==> config.mk <==
export PLATFORM = sky130hd
export DESIGN_NAME = cdb_arbiter
export DESIGN_NICKNAME = d
export VERILOG_FILES = /design/src/rtl/cdb_arbiter_pkg.sv /design/src/rtl/cdb_fu_buffer.sv /design/src/rtl/cdb_arbiter.sv
export SDC_FILE = /design/constraint.sdc
export NUM_CORES = 1
export LEC_CHECK = 0
export CAP_MARGIN = 20
export CORE_UTILIZATION = 49
export DETAILED_ROUTE_END_ITERATION = 10
export PLACE_DENSITY = 0.79
export SKIP_CTS_REPAIR_TIMING = 1
export SYNTH_ARGS = -nofsm -noshare
export SYNTH_HDL_FRONTEND = slang
export SYNTH_SLANG_ARGS = --single-unit
export TNS_END_PERCENT = 30
==> constraint.sdc <==
create_clock -name clk -period 6.1 [get_ports clk]
set_input_delay 0.61 -clock clk [delete_from_list [all_inputs] [get_ports clk]]
set_output_delay 0.61 -clock clk [all_outputs]
set_load 0.1 [all_outputs]
==> src/rtl/cdb_arbiter_pkg.sv <==
// Shared types and default sizes for the CDB producer-side arbiter.
// The entry tag field is sized by DEF_ROB_DEPTH; a wider ROB needs this package widened too.
package cdb_arbiter_pkg;

  localparam int DEF_N_FU         = 4;
  localparam int DEF_CDB_SIZE     = 3;
  localparam int DEF_ROB_DEPTH    = 4;
  localparam int DEF_FU_BUF_DEPTH = 2;

  typedef struct packed {
    logic [DEF_ROB_DEPTH-1:0] rob;
    logic [31:0]              rd_v;
    logic                     is_branch;
    logic                     branch_take;
    logic [31:0]              branch_pc;
  } cdb_entry_t;

endpackage

==> src/rtl/cdb_fu_buffer.sv <==
// Small per-FU result FIFO of cdb_entry_t; the head is read combinationally for arbitration.
// DEPTH must be a power of two so the pointers wrap by plain overflow.
module cdb_fu_buffer
  import cdb_arbiter_pkg::*;
#(
  parameter  int DEPTH = DEF_FU_BUF_DEPTH,
  localparam int PTR_W = $clog2(DEPTH),
  localparam int CNT_W = PTR_W + 1
) (
  input  logic             clk,
  input  logic             rst,
  input  logic             i_wr_en,
  input  cdb_entry_t       i_wr_data,
  input  logic             i_rd_en,
  output cdb_entry_t       o_head,
  output logic [CNT_W-1:0] o_count,
  output logic             o_full,
  output logic             o_empty
);

  cdb_entry_t       r_mem [DEPTH];
  logic [PTR_W-1:0] r_wr_ptr;
  logic [PTR_W-1:0] r_rd_ptr;
  logic [CNT_W-1:0] r_count;
  logic             w_wr;
  logic             w_rd;

  assign o_full  = (r_count == CNT_W'(DEPTH));
  assign o_empty = (r_count == '0);
  assign o_count = r_count;
  assign o_head  = r_mem[r_rd_ptr];
  assign w_wr    = i_wr_en & ~o_full;
  assign w_rd    = i_rd_en & ~o_empty;

  always_ff @(posedge clk) begin
    if (w_wr) begin
      r_mem[r_wr_ptr] <= i_wr_data;
    end
  end

  always_ff @(posedge clk) begin
    if (rst) begin
      r_wr_ptr <= '0;
      r_rd_ptr <= '0;
      r_count  <= '0;
    end else begin
      if (w_wr) begin
        r_wr_ptr <= r_wr_ptr + PTR_W'(1);
      end
      if (w_rd) begin
        r_rd_ptr <= r_rd_ptr + PTR_W'(1);
      end
      r_count <= r_count + CNT_W'(w_wr) - CNT_W'(w_rd);
    end
  end

endmodule

==> src/rtl/cdb_arbiter.sv <==
// Common-data-bus producer: per-FU result FIFOs, round-robin grant onto CDB_SIZE registered lanes,
// at most one branch per cycle. Optional macro CDB_ARB_BYPASS_EN lets an empty FU's live result compete directly.
module cdb_arbiter
  import cdb_arbiter_pkg::*;
#(
  parameter int N_FU         = DEF_N_FU,
  parameter int CDB_SIZE     = DEF_CDB_SIZE,
  parameter int ROB_DEPTH    = DEF_ROB_DEPTH,
  parameter int FU_BUF_DEPTH = DEF_FU_BUF_DEPTH
) (
  input  logic                 clk,
  input  logic                 rst,
  input  logic                 move_flush,
  input  logic [N_FU-1:0]      fu_valid,
  output logic [N_FU-1:0]      fu_ready,
  input  logic [ROB_DEPTH-1:0] fu_rob [N_FU],
  input  logic [31:0]          fu_rd_v [N_FU],
  input  logic [N_FU-1:0]      fu_is_branch,
  input  logic [N_FU-1:0]      fu_branch_take,
  input  logic [31:0]          fu_branch_pc [N_FU],
  output logic [CDB_SIZE-1:0]  cdb_valid,
  output logic [ROB_DEPTH-1:0] cdb_rob [CDB_SIZE],
  output logic [31:0]          cdb_rd_v [CDB_SIZE],
  output logic                 cdb_branch_take,
  output logic [31:0]          cdb_branch_pc
);

  localparam int RR_W   = (N_FU > 1) ? $clog2(N_FU) : 1;
  localparam int LANE_W = (CDB_SIZE > 1) ? $clog2(CDB_SIZE) : 1;
  localparam int CNT_W  = $clog2(FU_BUF_DEPTH) + 1;

  logic                 w_flush;
  cdb_entry_t           w_in   [N_FU];
  cdb_entry_t           w_head [N_FU];
  cdb_entry_t           w_cand [N_FU];
  logic [CNT_W-1:0]     w_count [N_FU];
  logic [N_FU-1:0]      w_full;
  logic [N_FU-1:0]      w_empty;
  logic [N_FU-1:0]      w_cand_vld;
  logic [N_FU-1:0]      w_enq;
  logic [N_FU-1:0]      w_deq;
  logic [N_FU-1:0]      w_grant;
  logic [CDB_SIZE-1:0]  w_lane_vld;
  logic [ROB_DEPTH-1:0] w_lane_rob  [CDB_SIZE];
  logic [31:0]          w_lane_rd_v [CDB_SIZE];
  logic                 w_br_take;
  logic [31:0]          w_br_pc;
  logic                 w_any_grant;
  logic [RR_W-1:0]      w_last;
  logic [RR_W-1:0]      w_rr_next;

  logic [RR_W-1:0]      r_rr_ptr;
  logic [CDB_SIZE-1:0]  r_cdb_valid;
  logic [ROB_DEPTH-1:0] r_cdb_rob  [CDB_SIZE];
  logic [31:0]          r_cdb_rd_v [CDB_SIZE];
  logic                 r_br_take;
  logic [31:0]          r_br_pc;

  assign w_flush = rst | move_flush;

  for (genvar gi = 0; gi < N_FU; gi++) begin : g_fu
    assign w_in[gi] = '{rob:         DEF_ROB_DEPTH'(fu_rob[gi]),
                        rd_v:        fu_rd_v[gi],
                        is_branch:   fu_is_branch[gi],
                        branch_take: fu_branch_take[gi],
                        branch_pc:   fu_branch_pc[gi]};
    // Ready comes from the registered count, so a same-cycle dequeue never raises it.
    assign fu_ready[gi] = (w_count[gi] < CNT_W'(FU_BUF_DEPTH));
    assign w_deq[gi]    = w_grant[gi] & ~w_empty[gi];
`ifdef CDB_ARB_BYPASS_EN
    logic w_byp;
    assign w_byp          = w_empty[gi] & fu_valid[gi];
    assign w_cand_vld[gi] = ~w_empty[gi] | w_byp;
    assign w_cand[gi]     = w_empty[gi] ? w_in[gi] : w_head[gi];
    assign w_enq[gi]      = fu_valid[gi] & ~w_full[gi] & ~(w_byp & w_grant[gi]);
`else
    assign w_cand_vld[gi] = ~w_empty[gi];
    assign w_cand[gi]     = w_head[gi];
    assign w_enq[gi]      = fu_valid[gi] & ~w_full[gi];
`endif

    cdb_fu_buffer #(
      .DEPTH(FU_BUF_DEPTH)
    ) u_buf (
      .clk      (clk),
      .rst      (w_flush),
      .i_wr_en  (w_enq[gi]),
      .i_wr_data(w_in[gi]),
      .i_rd_en  (w_deq[gi]),
      .o_head   (w_head[gi]),
      .o_count  (w_count[gi]),
      .o_full   (w_full[gi]),
      .o_empty  (w_empty[gi])
    );
  end

  // Round-robin scan from r_rr_ptr; a second branch head is skipped but later non-branch heads still compete.
  always_comb begin
    int  n_lane;
    int  idx;
    logic br_done;
    w_grant     = '0;
    w_lane_vld  = '0;
    w_br_take   = 1'b0;
    w_br_pc     = '0;
    w_any_grant = 1'b0;
    w_last      = r_rr_ptr;
    n_lane      = 0;
    idx         = 0;
    br_done     = 1'b0;
    for (int k = 0; k < CDB_SIZE; k++) begin
      w_lane_rob[k]  = '0;
      w_lane_rd_v[k] = '0;
    end
    for (int j = 0; j < N_FU; j++) begin
      idx = (int'(r_rr_ptr) + j) % N_FU;
      if (w_cand_vld[RR_W'(idx)] && (n_lane < CDB_SIZE) &&
          !(w_cand[RR_W'(idx)].is_branch && br_done)) begin
        w_grant[RR_W'(idx)]          = 1'b1;
        w_lane_vld[LANE_W'(n_lane)]  = 1'b1;
        w_lane_rob[LANE_W'(n_lane)]  = ROB_DEPTH'(w_cand[RR_W'(idx)].rob);
        w_lane_rd_v[LANE_W'(n_lane)] = w_cand[RR_W'(idx)].rd_v;
        if (w_cand[RR_W'(idx)].is_branch) begin
          br_done   = 1'b1;
          w_br_take = w_cand[RR_W'(idx)].branch_take;
          w_br_pc   = w_cand[RR_W'(idx)].branch_pc;
        end
        n_lane      = n_lane + 1;
        w_last      = RR_W'(idx);
        w_any_grant = 1'b1;
      end
    end
  end

  assign w_rr_next = (w_last == RR_W'(N_FU - 1)) ? '0 : w_last + RR_W'(1);

  always_ff @(posedge clk) begin
    if (w_flush) begin
      r_rr_ptr    <= '0;
      r_cdb_valid <= '0;
      r_br_take   <= 1'b0;
      r_br_pc     <= '0;
      for (int k = 0; k < CDB_SIZE; k++) begin
        r_cdb_rob[k]  <= '0;
        r_cdb_rd_v[k] <= '0;
      end
    end else begin
      if (w_any_grant) begin
        r_rr_ptr <= w_rr_next;
      end
      r_cdb_valid <= w_lane_vld;
      r_br_take   <= w_br_take;
      r_br_pc     <= w_br_pc;
      for (int k = 0; k < CDB_SIZE; k++) begin
        r_cdb_rob[k]  <= w_lane_rob[k];
        r_cdb_rd_v[k] <= w_lane_rd_v[k];
      end
    end
  end

  assign cdb_valid       = r_cdb_valid;
  assign cdb_rob         = r_cdb_rob;
  assign cdb_rd_v        = r_cdb_rd_v;
  assign cdb_branch_take = r_br_take;
  assign cdb_branch_pc   = r_br_pc;

endmodule

==> run summary <==
Post-synthesis adder-cell area fraction -> 0.7684%
Total routed wirelength -> 100,600 um
CP Buf/Inv Count -> 2
Status -> completed
Detail Route Antenna Nets -> 0
H-tree depth reported by CTS -> 3
Crit path cell chain -> mux2i_1 -> nor4_2 -> o32a_4 -> a21oi_4 -> inv_2 -> ha_1 -> a221o_1 -> a2111oi_2 -> nand3_1 -> a21oi_1 -> ha_1 -> inv_1 -> ha_1 -> xor2_1 -> xnor2_1 -> nor2_1
Clk slew on worst S/H paths -> 0.06 ns
Async set or reset register ratio after synthesis -> 0%
Sequential area share after synthesis -> 61.84%
Met2 usage -> 48.15%
Chip width -> 259.8 um
Clock tree from TritonCTS -> built
Via count -> 24,370
CP peak stage delay -> 0.74 ns
Fmax -> 0.1928 GHz
Critical path class -> register to register
Pwr/cell area -> 477.4 mW/mm2
Length of the first detailed-routing pass in iterations -> 8
Required time of the critical path -> 6.58 ns
NumNets Final -> 3,368
DRC -> 0
Clk Latency, worst-skew pair -> 0.63 ns
Total gr overflow -> 0
CORE AREA -> 0.06575 mm2
Crit path capture type -> register
Syn Std Cell Area -> 0.03256 mm2
Mux share of post-synthesis cell area -> 12.80%
Final setup vio count -> 0
Top FF cell, synth -> edfxtp_1
XOR/XNOR share of the synthesized area -> 0.3765%
Area grow syn2layout -> 23.93%
Multi-input logic area -> 0.01166 mm2
CP arrival -> 5.66 ns
Ports -> 435
GRT Max-Usage Layer -> met2
Max Buffers Root-to-Sink -> 3
Post-Synth Simple-Gate Area -> 9.917%
Clk root buf -> clkbuf_16
Die ar. -> 0.06749 mm2
Max FO, Critical Path -> 27
Port Buffer Count -> 434
Met1 usage -> 37.24%
Net Count, Synth -> 3,003
Met3 Use GR -> 7.086%
CP Launch Type -> register
Post-Layout Cell Count -> 3,996
Slew HR -> 8.578%
Total track usage -> 29.50%
CP dominant cell by count -> ha_1
Main combinational cell family by area after synthesis -> multiplexers
Placer Congestion -> 0.8774
Synthesized area per cell -> 12.08 um2
Placed Cells -> 3,844
Max IR drop VDD -> 0.0004612 V
Number of max-cap violations -> 0
Final Critical Period -> 5.187 ns
Warnings from Yosys -> 0
Fin. max-slew vios -> 0
Final Hold Viols -> 0
Worst-Margin Slew -> 1.371 ns
HPWL after detailed placement -> 64,950 um
Initial core utilization -> 49.53%
# rows -> 94
Distinct cells, synth -> 64
Layout cell share with drive strength beyond 1 -> 9.507%
Leakage -> 13.70 nW
Clock skew -> 0.03079 ns
Wire per inst -> 25.16 um
Family with the most delay on the worst path -> compound AO/OA/AOI/OAI gates
Initial drt markers -> 2,673
Worst Hold Class -> register to register
Register Area -> 0.02016 mm2
Die height -> 259.8 um
Vias per inst -> 6.098
RSZ-0062 raised after global routing -> false
Syn Inst Count -> 2,696
Post-synthesis compound-gate area fraction -> 11.54%
Largest net degree at the start of global routing -> 242
First-pass GRT wire length -> 148,000 um
Setup TNS -> 0 ns
Fill cells -> 4,972
Antenna violations before repair -> 17
CTS sink count -> 726
Clock buffer count from CTS -> 76
Final period utilization -> 85.03%
Worst path slowest cell -> dfxtp_4
EDFF count, synth -> 560
FF+latch count, synth -> 726
Number of global-route vias before repair -> 24,040
sequential cells by signal, indices dropped and copies added (netlist names), named ones only:
| name | flops |
|---|---|
| cdb_rd_v | 96 |
| g_fu.u_buf.r_mem | 560 |
| cdb_branch_pc | 32 |
| cdb_branch_take | 1 |
| r_rr_ptr | 2 |
| g_fu.u_buf.r_rd_ptr | 4 |
| cdb_valid | 3 |
| g_fu.u_buf.r_wr_ptr | 4 |
| cdb_rob | 12 |
| g_fu.u_buf.o_count | 8 |
final timing paths:
check	startpoint	to	slack [ns]	cells past startpoint
worst max register to register	register	g_fu[2].u_buf.o_count[1]$_SDFF_PP0_	0.91	16
worst max-delay path	register	g_fu[2].u_buf.o_count[1]$_SDFF_PP0_	0.91	16
worst min-delay path	g_fu[0].u_buf.r_rd_ptr$_SDFFE_PP0P_	g_fu[0].u_buf.r_rd_ptr$_SDFFE_PP0P_	0.49	2
worst min register to register	g_fu[0].u_buf.r_rd_ptr$_SDFFE_PP0P_	g_fu[0].u_buf.r_rd_ptr$_SDFFE_PP0P_	0.49	2
synth_stat cells, types with 2 or more instances:
| cell | instances | area [um2] |
|---|---|---|
| a211oi_1 | 72 | 540.5 |
| a21bo_2 | 4 | 40.04 |
| a21o_1 | 7 | 52.55 |
| a21oi_1 | 162 | 810.8 |
| a21oi_2 | 3 | 26.28 |
| a221o_1 | 2 | 20.02 |
| a221oi_1 | 2 | 17.52 |
| a222oi_1 | 4 | 40.04 |
| a31oi_1 | 5 | 31.28 |
| and2_1 | 32 | 200.2 |
| buf_1 | 40 | 150.1 |
| buf_2 | 36 | 180.2 |
| buf_4 | 2 | 15.01 |
| clkbuf_1 | 116 | 435.4 |
| dfxtp_1 | 166 | 3323 |
| edfxtp_1 | 560 | 16820 |
| ha_1 | 20 | 250.2 |
| inv_1 | 25 | 93.84 |
| inv_2 | 3 | 11.26 |
| mux2_2 | 64 | 720.7 |
| mux2i_1 | 295 | 2953 |
| mux4_2 | 22 | 495.5 |
| nand2_1 | 294 | 1104 |
| nand2b_1 | 3 | 18.77 |
| nand3_1 | 41 | 205.2 |
| nor2_1 | 295 | 1107 |
| nor2b_1 | 26 | 162.7 |
| nor3_1 | 59 | 295.3 |
| o211ai_1 | 66 | 495.5 |
| o21a_1 | 23 | 172.7 |
| o21ai_0 | 90 | 450.4 |
| o21ai_1 | 2 | 10.01 |
| o221ai_1 | 42 | 367.9 |
| o22ai_1 | 38 | 237.7 |
| o31a_1 | 24 | 210.2 |
| o31ai_1 | 3 | 22.52 |
| or2_1 | 2 | 12.51 |
| or2_2 | 4 | 25.02 |
| or3_1 | 5 | 31.28 |
| xnor2_1 | 13 | 113.9 |
report_power, final:
group / leakage, nW / total (mW) / switching [mW] / internal, mW
Sequential: 6.60 / 6.14 / 0.306 / 5.83
Combinational: 5.84 / 8.41 / 5.90 / 2.51
Clock: 1.26 / 4.71 / 1.92 / 2.79
placed cells by master, fill, tap and decap left out, types with 7 or more instances in the layout:
cell and count:
diode_2 8, dfxtp_1 160, a21oi_1 162, o22ai_1 38
ha_1 19, mux2_2 64, nor3_1 58, nand2_1 293
o31a_1 24, nor2_1 286, clkdlybuf4s50_1 434, mux2i_1 295
clkinv_2 13, o221ai_1 42, clkbuf_16 82, nor2b_1 26
a21o_1 7, o211ai_1 66, mux4_2 22, o21a_1 23
a211oi_1 72, inv_1 24, buf_4 43, nand3_1 39
nor2_4 9, clkinv_1 9, edfxtp_1 560, and2_1 30
xnor2_1 13, o21ai_0 90, clkbuf_1 17
cells by family after synthesis:
family / Yosys count
flops: 726
mux: 381
xor+xnor: 14
simple gates: 767
buf+inv: 223
fa+ha+maj: 20
compound gates: 565
tightest hold or removal path, stage by stage (launching register included):
cell and delay (ns):
dfxtp_1 0.31, nand2_1 0.07, mux2i_1 0.06
layer usage:
layer  vias up  wire, um
met1     11800     37960
met4        22      3998
met2      1473     47830
met3       280     10630
met5         -       135
li1      10790         -
final cells by class:
cell class / instances / share of cell area, %
clock inverter: 36 / 0.8898
clock buffer: 105 / 5.447
tap: 864 / 2.679
timing repair buffer: 482 / 11.82
inverter: 28 / 0.2790
antenna: 8 / 0.04960
sequential: 726 / 49.96
multi-input combinational: 1747 / 28.88
per-stage QoR:
stage	instance area [um2]	hold slack [ns]	power (mW)	setup WS, ns	utilization (%)
2_1_floorplan	32570	0.4523	12.17	0.4703	-
3_3_place_gp	37700	0.4700	14.22	1.091	57.34
3_5_place_dp	37720	0.4749	14.44	0.9921	57.37
4_1_cts	40280	0.4845	19.15	0.9519	61.26
5_1_grt	40350	0.5099	20.02	0.6722	61.37
6_report	40360	0.4854	19.27	0.9135	61.39
(Power assumes the default switching activity.)
